**config.mk**
```make
export PLATFORM = sky130hd
export DESIGN_NAME = shr_seq
export DESIGN_NICKNAME = d
export VERILOG_FILES = /design/src/rtl/shr_seq_pkg.sv /design/src/rtl/shr_seq.sv
export SDC_FILE = /design/constraint.sdc
export NUM_CORES = 1
export LEC_CHECK = 0
export ABC_AREA = 1
export CAP_MARGIN = 20
export CORE_UTILIZATION = 33
export DETAILED_ROUTE_END_ITERATION = 6
export GPL_TIMING_DRIVEN = 0
export PLACE_DENSITY_LB_ADDON = 0.3
export RECOVER_POWER = 100
export SLEW_MARGIN = 20
export SYNTH_ARGS = -nofsm -noshare
export SYNTH_HDL_FRONTEND = slang
export SYNTH_SLANG_ARGS = --single-unit
```
**constraint.sdc**
```tcl
create_clock -name Clk -period 4.03 [get_ports Clk]
set_input_delay 0.403 -clock Clk [delete_from_list [all_inputs] [get_ports Clk]]
set_output_delay 0.403 -clock Clk [all_outputs]
set_load 0.05 [all_outputs]
```
**src/rtl/shr_seq_pkg.sv**
```systemverilog
// Shared definitions for the sequential right shifter: state encoding and default width.
package shr_seq_pkg;

  localparam int DEFAULT_DATAWIDTH = 8;

  typedef enum logic [1:0] {
    IDLE  = 2'd0,
    SHIFT = 2'd1,
    DONE  = 2'd2
  } state_e;

endpackage

```
**src/rtl/shr_seq.sv**
```systemverilog
// Multi-cycle right shifter: one bit per clock, logical or arithmetic fill,
// shift amounts at or above the width saturate to a full shift-out.
module shr_seq
  import shr_seq_pkg::*;
#(
  parameter int DATAWIDTH = DEFAULT_DATAWIDTH
) (
  input  logic                 Clk,
  input  logic                 Rst,
  input  logic                 start,
  input  logic                 arith,
  input  logic [DATAWIDTH-1:0] a,
  input  logic [DATAWIDTH-1:0] sh_amt,
  output logic                 busy,
  output logic                 done,
  output logic [DATAWIDTH-1:0] d
);

  localparam int CW = $clog2(DATAWIDTH + 1);
  localparam logic [CW-1:0]      CNT_MAX = CW'(DATAWIDTH);
  localparam logic [DATAWIDTH:0] SAT_LIM = (DATAWIDTH + 1)'(DATAWIDTH);

  state_e                 state, state_nxt;
  logic [DATAWIDTH-1:0]   work;
  logic [CW-1:0]          count;
  logic                   fill;
  logic                   saturate;

  // The saturation test uses every bit of sh_amt, so large amounts whose low
  // bits happen to look small are still treated as a full shift-out.
  assign saturate = ({1'b0, sh_amt} >= SAT_LIM);

  // NOTE: sequential state uses non-blocking assignments so every register
  // samples the pre-edge values of the others.
  always_ff @(posedge Clk or posedge Rst) begin
    if (Rst) state <= IDLE;
    else     state <= state_nxt;
  end

  // NOTE: next-state is assigned a default before the case so no path through
  // this combinational block leaves it unassigned (which would infer a latch).
  always_comb begin
    state_nxt = state;
    unique case (state)
      IDLE:    if (start) state_nxt = SHIFT;
      SHIFT:   if (count == '0) state_nxt = DONE;
      DONE:    state_nxt = IDLE;
      default: state_nxt = IDLE;
    endcase
  end

  always_ff @(posedge Clk or posedge Rst) begin
    if (Rst) begin
      work  <= '0;
      count <= '0;
      fill  <= 1'b0;
      d     <= '0;
    end else begin
      unique case (state)
        IDLE: begin
          if (start) begin
            work  <= a;
            fill  <= arith & a[DATAWIDTH-1];
            count <= saturate ? CNT_MAX : sh_amt[CW-1:0];
          end
        end
        SHIFT: begin
          if (count != '0) begin
            work  <= DATAWIDTH'({fill, work} >> 1);
            count <= count - 1'b1;
          end else begin
            d <= work;
          end
        end
        default: ;
      endcase
    end
  end

  // The final SHIFT cycle only transfers the result, so a zero-amount
  // request never shows busy.
  assign busy = (state == SHIFT) && (count != '0);
  assign done = (state == DONE);

endmodule

```
==> flow_summary.json <==
{
  "h-tree-depth": 1,
  "cts_made_buffers": 3,
  "pin_count": 30,
  "post-cts-setup-buffer-count": 0,
  "via_per_inst": 4.48,
  "synth_top_family_by_area": "simple AND/OR/NAND/NOR gates",
  "yosysTopAreaCell": "dfrtp_1",
  "dpl.cell_count": 221,
  "end_kind": "output pin",
  "wl_um": 2560,
  "place_congestion": 0.763,
  "syn-num-nets": 167,
  "rsz0062_at_grt": "no",
  "fin_ws_ps": 1510,
  "finalPower_mw": 1.24,
  "syn-instance-count": 146,
  "period_minus_slack_ps": 2520,
  "synthesis.area_per_instance_um2": 8.44,
  "synth-compound-area-share_pct": 14.1,
  "worstPathArrival_ps": 2120,
  "ys.flop_type": "dfrtp_1",
  "areaGrowthSynthToFinish_pct": 24.0,
  "start_util_pct": 35.5,
  "place_ws_ps": 1950,
  "num_rows": 21,
  "grt_pass1_wl_um": 4350,
  "cts_tree": "yes",
  "grt_util_all_layers_pct": 13.8,
  "wl_per_cell_um": 11.4,
  "cap_viol_max_count": 0,
  "syn_area_um2": 1230,
  "die_height_um": 63.1,
  "synthArstFlopShare_pct": 100,
  "dr.pass1.iters": 4,
  "seq_area_frac_synth_pct": 46.7,
  "die_w_um": 63.1,
  "ys.warnings.count": 0,
  "synth_seq_cells": 23,
  "grt_pass1_vias": 1005,
  "design_area_um2": 1530,
  "status": "finished clean",
  "relSlewSlack_pct": 41.4,
  "ant_nets": 0,
  "clock-sinks": 23,
  "layout-drive-gt1-share_pct": 8.94,
  "synthSimpleGateAreaFrac_pct": 27.0,
  "fin_cells": 225,
  "remaining_drc_errors": 0,
  "nets": 201,
  "synth_cell_types": 21,
  "die-area_um2": 3980,
  "synthAdderAreaFrac_pct": 1.02,
  "fin_setup_tns_ps": 0,
  "root_buffer": "clkbuf_8",
  "hold_viol_final": 0,
  "holdBufCountCts": 0,
  "setup_viol_count_final": 0,
  "worst_slew_pin_slew_ps": 878,
  "dp_hpwl_um": 1820,
  "grt_max_degree": 24,
  "whs_ps": 483,
  "place_area_um2": 1580,
  "p_leak_nw": 0.766,
  "fin_worst_skew_ps": 3.41,
  "coreArea_um2": 3470,
  "slew_violations": 0,
  "globalRoute.totalOverflow": 0,
  "io_buffer_count": 29,
  "synth_edf_count": 0,
  "cts.clk_slew.worst_paths_ps": 80,
  "clk_path_buf_depth": 2,
  "post_cts_resized": 0,
  "final_util_pct": 44.0,
  "clk_latency_ps": 260,
  "yosys-top-cells-area": "dfrtp_1 (47%), nand2_1 (14%), o21ai_2 (9.2%)",
  "yosysMostFrequentCell": "nand2_1",
  "worstSetupPathType": "flip-flop to output pin",
  "required_ps": 3630,
  "max_freq_mhz": 397,
  "dr.first_iter.drc_count": 33,
  "vdd.ir_drop.worst_uv": 301,
  "period_share_pct": 62.5,
  "cp-start-kind": "flip-flop",
  "antenna_found_initial": 0,
  "cellPowerDensity_nw_per_um2": 811,
  "synth_top_area_share_pct": 46.7,
  "netlist_top_cells_count": "nand2_1 (46), dfrtp_1 (23), inv_1 (18)",
  "crit_fanout": 6,
  "synth_xor_area_share_pct": 0,
  "synthMuxAreaShare_pct": 0,
  "vias": 1007,
  "hp-class": "flip-flop to flip-flop",
  "n_antenna_cell": 0
}
==> power breakdown <==
part | internal [mW] | total (mW) | switching (mW) | leakage, nW
logic | 0.224 | 0.722 | 0.498 | 0.451
clock network | 0.0704 | 0.137 | 0.0667 | 0.0228
registers | 0.333 | 0.381 | 0.0475 | 0.293
==> worst max-delay path, stage by stage (launching register included) <==
cell	delay (ps)
dfrtp_1	350
inv_1	80
ha_1	250
nand3_2	80
nand2_1	150
inv_1	90
dlygate4sd3_1	870
==> routing by layer <==
layer	GRT usage [%]	vias to the layer above	wire, um
li1	-	518	-
met1	18.1	456	1230
met2	21.9	29	1160
met3	2.36	4	129
met4	6.40	0	31
met5	0	-	0
==> final timing paths <==
check	from	to	slack, ps	depth (start not counted)
max	count[0]	busy	1510	6
min	d[1]	d[1]	480	2
max reg2reg	count[0]	d[2]	2120	8
min reg2reg	d[1]	d[1]	480	2
max in group asynchronous	Rst	fill	2720	2
min in group asynchronous	Rst	d[0]	770	2
==> state kept, by name, indices dropped and copies added (netlist names) <==
name and flops:
d 8, count 4, fill 1, state 2
work 8
==> cell type report <==
class	count	area [um^2]
fillers	384	1940
flip-flops and latches	23	576
multi-input cells	97	453
repair buffers	29	290
inverters	22	90.1
well taps	46	57.6
clock buffers	4	45.0
plain buffers	4	16.3
==> cell families (layout without fill, tap and decap cells) <==
logic type,after synthesis,after routing
AO/OA/AOI/OAI,25,25
adder cells (fa/ha/maj),1,1
buffers and inverters,26,59
flip-flops,23,23
AND/OR/NAND/NOR,71,71
==> cell usage in the layout, fill, tap and decap left out <==
cell              n
inv_2             3
dlygate4sd3_1    11
inv_1            18
clkbuf_1          4
nand3_1           7
or2_0             1
buf_2             1
nand2_4           1
clkdlybuf4s50_1  18
dfrtp_1          23
o21ai_1           1
inv_8             1
nand2_1          49
clkbuf_8          3
ha_1              1
nor2_1           10
nand3_2           2
or2_2             1
o21ai_0          20
o21ai_2           4
(Power assumes the default switching activity.)
